`config.mk`:
```
export PLATFORM = sky130hd
export DESIGN_NAME = perf_monitor_bank
export DESIGN_NICKNAME = d
export VERILOG_FILES = /design/src/rtl/perf_pkg.sv /design/src/rtl/cons_rr_arbiter.sv /design/src/rtl/perf_monitor_bank.sv
export SDC_FILE = /design/constraint.sdc
export NUM_CORES = 2
export LEC_CHECK = 0
export CAP_MARGIN = 20
export CORE_MARGIN = 2
export CORE_UTILIZATION = 41
export DETAILED_ROUTE_END_ITERATION = 10
export SKIP_CTS_REPAIR_TIMING = 1
export SLEW_MARGIN = 20
export SYNTH_ARGS = -nofsm -noshare
export SYNTH_HDL_FRONTEND = slang
export SYNTH_SLANG_ARGS = --single-unit
```
`constraint.sdc`:
```
create_clock -name clk_i -period 38.5 [get_ports clk_i]
set_input_delay 7.7 -clock clk_i [delete_from_list [all_inputs] [get_ports clk_i]]
set_output_delay 7.7 -clock clk_i [all_outputs]
set_load 0.02 [all_outputs]
```
`src/rtl/perf_pkg.sv`:
```
// perf_pkg: shared constants and read-select mapping for the performance monitor bank
package perf_pkg;
  localparam int EV_INSTRET = 0;
  localparam int EV_BR_PRED = 1;
  localparam int EV_BR_MISP = 2;
  localparam int EV_STALL = 3;
  localparam logic [31:0] FINI_CODE_DEF = 32'h0002_0000;
  localparam int MMIO_CON_BIT = 31;
  function automatic int sel_of(input int core, input int evt, input int nevt);
    return 1 + core * nevt + evt;
  endfunction
endpackage

```
`src/rtl/cons_rr_arbiter.sv`:
```
// cons_rr_arbiter: round-robin one-hot grant; search starts at the requester after the last grant
module cons_rr_arbiter #(
  parameter int N = 4,
  localparam int CW = N > 1 ? $clog2(N) : 1
) (
  input  logic          clk,
  input  logic          rst,
  input  logic [N-1:0]  i_req,
  input  logic          i_acc,
  output logic [N-1:0]  o_gnt,
  output logic [CW-1:0] o_idx
);
  logic [CW-1:0] r_ptr;
  // descending scan so the nearest requester after the pointer wins
  always_comb begin
    o_idx = '0;
    for (int k = N; k >= 1; k--)
      if (i_req[(int'(r_ptr) + k) % N]) o_idx = CW'((int'(r_ptr) + k) % N);
    o_gnt = |i_req ? N'(1) << o_idx : '0;
  end
  always_ff @(posedge clk or posedge rst)
    if (rst) r_ptr <= CW'(N - 1);
    else if (i_acc && |i_req) r_ptr <= o_idx;
endmodule

```
`src/rtl/perf_monitor_bank.sv`:
```
// perf_monitor_bank: per-core event counters, halt/finish detection and an arbitrated console stream
module perf_monitor_bank import perf_pkg::*; #(
  parameter int NCORES = 4,
  parameter int NEVT = 4,
  parameter int CNT_W = 64,
  parameter int FINI_ALL = 0,
  parameter logic [31:0] FINI_CODE = FINI_CODE_DEF,
  localparam int CW = NCORES > 1 ? $clog2(NCORES) : 1,
  localparam int AW = $clog2(1 + NCORES * NEVT) + 1
) (
  input  logic                   clk_i,
  input  logic                   rst_i,
  input  logic                   en_i,
  input  logic                   clr_i,
  input  logic [NCORES*NEVT-1:0] evt_i,
  input  logic [NCORES-1:0]      stall_i,
  input  logic [NCORES-1:0]      mmio_wvalid_i,
  input  logic [NCORES*32-1:0]   mmio_addr_i,
  input  logic [NCORES*32-1:0]   mmio_wdata_i,
  output logic                   cons_valid_o,
  input  logic                   cons_ready_i,
  output logic [7:0]             cons_data_o,
  output logic [CW-1:0]          cons_core_o,
  output logic [NCORES-1:0]      cons_ovf_o,
  output logic [NCORES-1:0]      halted_o,
  output logic                   fini_o,
  input  logic                   rd_en_i,
  input  logic [AW-1:0]          rd_addr_i,
  output logic                   rd_valid_o,
  output logic [31:0]            rd_data_o
);
  localparam int NC = NCORES * NEVT;
  logic [CNT_W-1:0] r_mcycle, w_sel_val;
  logic [NC-1:0][CNT_W-1:0] r_cnt;
  logic [CNT_W-33:0] r_shadow;
  logic [NCORES-1:0] r_halted, r_bvld, r_ovf, w_mmio, w_fwr, w_cwr, w_gnt, w_drain;
  logic [NCORES-1:0][7:0] r_bdat;
  logic [7:0] r_cdat;
  logic [CW-1:0] r_ccore, w_gidx;
  logic [31:0] r_rd_data;
  logic [AW-2:0] w_s;
  logic r_fini, r_cvld, r_rd_valid, w_sel_ok, w_run, w_load, w_unused;
  assign w_run = en_i && !r_fini;
  assign w_load = !r_cvld || cons_ready_i;
  assign w_drain = w_load ? w_gnt : '0;
  assign w_s = rd_addr_i[AW-1:1];
  assign w_unused = ^mmio_addr_i;
  always_comb begin
    w_mmio = '0;
    w_fwr = '0;
    w_cwr = '0;
    for (int i = 0; i < NCORES; i++) begin
      w_mmio[i] = mmio_wvalid_i[i] && mmio_addr_i[i*32 + MMIO_CON_BIT] && !r_halted[i];
      w_fwr[i] = w_mmio[i] && mmio_wdata_i[i*32 +: 32] == FINI_CODE;
      w_cwr[i] = w_mmio[i] && !w_fwr[i] && !r_fini;
    end
  end
  always_comb begin
    w_sel_val = w_s == '0 ? r_mcycle : '0;
    w_sel_ok = w_s == '0;
    for (int i = 0; i < NCORES; i++)
      for (int e = 0; e < NEVT; e++)
        if (int'(w_s) == sel_of(i, e, NEVT)) begin
          w_sel_val = r_cnt[i*NEVT+e];
          w_sel_ok = 1'b1;
        end
  end
  always_ff @(posedge clk_i or posedge rst_i)
    if (rst_i) begin
      r_mcycle <= '0;
      r_cnt <= '0;
    end else if (clr_i) begin
      r_mcycle <= '0;
      r_cnt <= '0;
    end else if (w_run) begin
      r_mcycle <= r_mcycle + CNT_W'(1);
      for (int i = 0; i < NCORES; i++)
        for (int e = 0; e < NEVT; e++)
          if (!r_halted[i] && !stall_i[i] && evt_i[i*NEVT+e]) r_cnt[i*NEVT+e] <= r_cnt[i*NEVT+e] + CNT_W'(1);
    end
  // fini samples the registered halt vector, so it trails halted_o by one cycle
  always_ff @(posedge clk_i or posedge rst_i)
    if (rst_i) begin
      r_halted <= '0;
      r_fini <= 1'b0;
      r_ovf <= '0;
    end else if (clr_i) begin
      r_halted <= '0;
      r_fini <= 1'b0;
      r_ovf <= '0;
    end else begin
      r_halted <= r_halted | w_fwr;
      r_fini <= r_fini | ((FINI_ALL != 0) ? &r_halted : |r_halted);
      r_ovf <= r_ovf | (w_cwr & r_bvld & ~w_drain);
    end
  cons_rr_arbiter #(.N(NCORES)) u_arb (
    .clk(clk_i), .rst(rst_i), .i_req(r_bvld), .i_acc(w_load), .o_gnt(w_gnt), .o_idx(w_gidx)
  );
  always_ff @(posedge clk_i or posedge rst_i)
    if (rst_i) begin
      r_bvld <= '0;
      r_bdat <= '0;
      r_cvld <= 1'b0;
      r_cdat <= '0;
      r_ccore <= '0;
    end else begin
      for (int i = 0; i < NCORES; i++)
        if (w_cwr[i] && (!r_bvld[i] || w_drain[i])) begin
          r_bvld[i] <= 1'b1;
          r_bdat[i] <= mmio_wdata_i[i*32 +: 8];
        end else if (w_drain[i]) r_bvld[i] <= 1'b0;
      if (w_load) begin
        r_cvld <= |r_bvld;
        if (|r_bvld) begin
          r_cdat <= r_bdat[w_gidx];
          r_ccore <= w_gidx;
        end
      end
    end
  always_ff @(posedge clk_i or posedge rst_i)
    if (rst_i) begin
      r_rd_valid <= 1'b0;
      r_rd_data <= '0;
      r_shadow <= '0;
    end else begin
      r_rd_valid <= rd_en_i;
      r_rd_data <= (!rd_en_i || !w_sel_ok) ? '0 : rd_addr_i[0] ? 32'(r_shadow) : w_sel_val[31:0];
      if (clr_i) r_shadow <= '0;
      else if (rd_en_i && !rd_addr_i[0] && w_sel_ok) r_shadow <= w_sel_val[CNT_W-1:32];
    end
  assign cons_valid_o = r_cvld;
  assign cons_data_o = r_cdat;
  assign cons_core_o = r_ccore;
  assign cons_ovf_o = r_ovf;
  assign halted_o = r_halted;
  assign fini_o = r_fini;
  assign rd_valid_o = r_rd_valid;
  assign rd_data_o = r_rd_data;
endmodule

```
* Yosys cells after proc, flatten, opt, wreduce, memory -nomap -nowiden
Index checks and enable logic that the tools add are counted.
Cells by class: $add $sub $neg 21, magnitude comparators 5, eq/ne operators 20, shift operators 1, multiplexer cells 88, bitwise operators 10, reduce and logical (&&, ||, !) cells 121
Operator list (count):
- $mux W64 | 35
- $mux W1024 | 2
- $add A64 B1 Y64 const B | 17
- $eq A32 B18 Y1 const B | 4
- $mux W32 | 4
- $logic_and A1 B1 Y1 | 48
- $eq A5 B5 Y1 const B | 9
- $reduce_bool A2 Y1 | 22
- $reduce_and A2 Y1 | 17
- $mux W1 | 33
- $logic_not A1 Y1 | 21
- $eq A5 B4 Y1 const B | 4
- $bmux W8 S2 | 1
- $lt A3 B4 Y1 const B | 4
- $mux W4 | 4
- $eq A5 B3 Y1 const B | 2
- $and A4 B4 Y4 | 2
- $bmux W1 S2 | 4
- $mux W2 | 4
- $mux W8 | 1
- $or A4 B4 Y4 | 2
- $reduce_or A2 Y1 | 4
- $reduce_or A4 Y1 | 2
- $logic_or A1 B1 Y1 | 6
- 9 further kinds | 14
Storage, ports and cells: register bits 1211, bits of input ports 292, output and inout bits 53, word-level logic and storage cells 301

* Depth between registers and ports, before layout
word-level depth 20, mapped depth 11, gate-level depth less buffers 7

* Hierarchy
A second synthesis with hierarchy kept.
Unflattened totals: cell total of the unflattened synthesis 7915, area total of the unflattened synthesis 70054.7 sq um
Modules (own cells, without submodules):
- perf_monitor_bank | times used 1, cells an instance 7885, area an instance 69823.2 sq um, seq. area each 30254.0 sq um
- cons_rr_arbiter | times used 1, cells an instance 30, area an instance 231.5 sq um, seq. area each 52.6 sq um

* Worst setup path before layout
Ideal clock, no wire load.
path type input-to-reg, start input rd_addr_i[1], end register r_rd_data[0] (netlist: rd_data_o[0]), library setup time 0.139 ns, arrival 9.718 ns, data required time 38.361 ns, path slack 28.644 ns, stages on the path 11, buffers on the path 5, cells stage by stage buf_2 buf_2 buf_2 buf_2 buf_1 mux2i_1 nor2_1 a21oi_1 nor2_1 a2111oi_0 a21oi_1
On the way: cells in the longest elaborated chain, start to end 20, elaborated cells on any way between the ends 54, classes of those cells 16 x eq/ne; 35 x mux; 3 x reduce/logical
Ends and longest elaborated chain:
- from (decl) | line perf_monitor_bank.sv:28 | input logic [AW-1:0] rd_addr_i,
- $logic_not A5 Y1 / $eq A5 B2 Y1 (equally long branches) | line perf_monitor_bank.sv:59, perf_monitor_bank.sv:60, perf_monitor_bank.sv:63
- $mux W64 / $mux W1 (equally long branches) | line perf_monitor_bank.sv:59, perf_monitor_bank.sv:63
- $mux W64 / $mux W1 (equally long branches) (15 in series) | line perf_monitor_bank.sv:63 | if (int'(w_s) == sel_of(i, e, NEVT)) begin
- $mux W64 / $logic_not A1 Y1 (equally long branches) | line perf_monitor_bank.sv:63, perf_monitor_bank.sv:127
- $mux W32 / $logic_or A1 B1 Y1 (equally long branches) | line perf_monitor_bank.sv:127 | r_rd_data <= (!rd_en_i || !w_sel_ok) ? '0 : rd_addr_i[0] ? 32'(r_shadow) : w_sel_val[31:0];
- $mux W32 (*) | line perf_monitor_bank.sv:127
- to (signal assigned) | line perf_monitor_bank.sv:127
- to (decl) | line perf_monitor_bank.sv:40 | logic [31:0] r_rd_data;
Every way passes the cells marked *; elsewhere a longest branch is shown, timed or not. A chain may end at the register's enable or synchronous reset.

* Final worst setup path
start input rd_addr_i[1], end register r_rd_data[27] (netlist: rd_data_o[27])
Same word-level chain as after synthesis.

==> metrics <==
run status completed; CP Max Fanout 91; hold crit path type reg -> reg; CORE AREA 167000 um^2; clk_skew 30.3 ps; Final Power 0.00305 W; register clock-pin slew on the reported worst setup and hold paths 60 ps; cell type with the highest aggregate area in the netlist dfrtp_1; DRC viols 0; worst skew pair latency 820 ps; post-synthesis area per instance 9.04 um^2; Initial Utilization 0.413; Critical Path RT 39130 ps; vias per cell 6.17; Post-Place Setup Slack 26040 ps; Setup CP Type in -> reg; Worst path most repeated cell buf_4; Post-synth EDFFs 0; YS warnings 0; io pins 345; clk sinks 1211; total of fill cells in the finished design 15900; most frequent cells in the layout nor2_1 (1226), dfrtp_1 (1209), xor2_1 (609); Slowest-stage cell, CP buf_4; Power per Cell Area 38.8 nW/um^2; Detail Route Antenna Nets 0; Syn-to-layout area delta 13.8%; H-Tree Depth 4; commonest non-fill, non-tap cell in the layout nor2_1; post-route setup slack 26580 ps; Top FF cell, synth dfrtp_1; Netlist cell types 83; number of core rows 150; Finished Layout Cells 10000; Die Y 414 um; CTS tree built; first-pass GRT wire length 387 mm; routed wire length 261 mm; routed length per instance 26.1 um; Crit path largest cell delay 670 ps; chain of cells forming the critical path buf_8 -> buf_12 -> buf_4 -> nor2b_1 -> buf_4 -> nand2_1 -> nand4_1 -> o211ai_1 -> a21oi_1; max-cap violation count 0; Syn Std Cell Area 69100 um^2; nets 8007; Worst Setup Start Kind input pin; post-layout util 0.470; setup violators final 0; vias in the first global route 57200; RePlAce Congestion 0.977; Worst Tran Pin Value 1240 ps; Crit. End Element flip-flop; RSZ-0062 raised after global routing no; Yosys top cell area share 0.438; #FFs+latches synth 1211; Async SR Flop Fraction 1.00; largest net degree at the start of global routing 205; post-synthesis sequential area ratio 0.439; number of buffers added on ports 220; DP HPWL 188 mm; relative slew slack 0.176; Max clock buf depth 3; antenna violations before repair 13; first drt pass iteration count 11; Slew Viols, Final 0; CP top delay family buffers and inverters; maximum vdd drop 0.0486 mV; number of cells produced by synthesis 7638; fmax 83.9 MHz; period utilization 0.310; Hold Violations, Final 0; all-layer global routing usage 0.297; P_leak 31.4 nW; top cells by area, synth dfrtp_1 (44%), xor2_1 (7.7%), nor2_1 (6.7%); total gr overflow 0; Final min period 11920 ps; Post-Syn Nets 7947; via count 61900; setup tns final 0 ps; CP arrival 12550 ps; Cells after DPL 9752; die area 172000 um^2; Starting DRT DRC Count 7771; Num CTS Buffers 146; root buf cell clkbuf_16; Crit path buffers/inverters 4; Die Wd 414 um; layout cells sized above 1 0.0847
cells in the mapped netlist, types with 9 or more instances:
library cell     n
nor2_1        1234
dfrtp_1       1209
xor2_1         609
nand2_1        519
nand3_1        455
nand4_1        381
clkbuf_1       358
xnor2_1        332
a21oi_1        281
o21ai_0        263
nor3_1         218
and3_1         178
nor4_1         159
and4_1         136
mux2_2         132
inv_1          111
or3_1          108
o221ai_1        89
mux2i_1         71
and2_1          67
o22ai_1         64
mux4_2          55
nor2b_1         43
buf_2           41
buf_1           39
a22oi_1         38
a221oi_1        36
or4_1           29
a211oi_1        28
nand2b_1        28
o211ai_1        25
or2_2           21
a2111oi_0       19
a21o_1          17
ha_1            17
a31oi_1         16
o31ai_1         15
a221o_1         12
nor3b_1         11
o221a_2         11
nand3b_1        10
nor4b_1         10
o21a_1          10
o32ai_1          9
power breakdown:
| group | internal [W] | switching, W | leakage (nW) |
|---|---|---|---|
| sequential | 0.00130 | 0.0000201 | 16.8 |
| combinational | 0.000104 | 0.000183 | 12.2 |
| clock | 0.000847 | 0.000596 | 2.43 |
| total | 0.00225 | 0.000798 | 31.4 |
flip-flops by register name, summed over array words and instances, names as in the netlist, 8 cells and up:
signal       cells
r_cnt         1024
r_mcycle        64
r_bdat          32
r_shadow        32
rd_data_o       32
cons_data_o      8
metrics by stage:
step | cell area (um^2) | hold slack (ps)
floorplan | 69100 | 444
global placement | 73600 | 465
detailed placement | 73600 | 472
CTS | 78600 | 486
global route | 78600 | 517
finish | 78600 | 484
final timing paths:
check	startpoint	end	slack [ps]	depth (start not counted)
max	rd_addr_i[1]	rd_data_o[27]	26580	9
min	cons_core_o[1]	cons_core_o[1]	480	2
max reg2reg	fini_o	r_mcycle[53]	34840	6
min reg2reg	cons_core_o[1]	cons_core_o[1]	480	2
max in group asynchronous	rst_i	r_cnt[84]	27370	6
min in group asynchronous	rst_i	rd_data_o[30]	7330	2
tightest hold or removal path, stage by stage, from the launching register on:
cell and delay [ps]:
dfrtp_1 350, nand2_1 50, nand2_1 50
per-layer routing:
layer  GRT usage  vias to the layer above  wire length (um)
li1            -                    27400                 -
met3      0.0561                      620             23400
met5           0                        -                40
met1       0.407                    30800            108000
met4       0.163                        6             16300
met2       0.443                     2972            114000
cell type report:
class                   instances  area, um^2  share of cell area
flip-flops and latches       1211       30300               0.385
clock inverters                47         579             0.00737
repair buffers                352        3320              0.0422
well taps                    2204        2760              0.0351
inverters                     113         428             0.00544
multi-input cells            5874       36900               0.469
diodes                          3        7.51           0.0000955
clock buffers                 217        4370              0.0555
logic make-up (layout without fill, tap and decap cells):
family          count (synthesis)  in the layout  share of synthesized area
compound gates               1003           1003                     0.0932
fa+ha+maj                      17             17                    0.00308
mux                           259            259                     0.0499
flops                        1211           1211                      0.439
simple gates                 3654           3654                      0.265
xor+xnor                      941            941                      0.119
buf+inv                       553            729                     0.0309
other cells                     0              3                          0
Power figures use the tool's default switching activity.
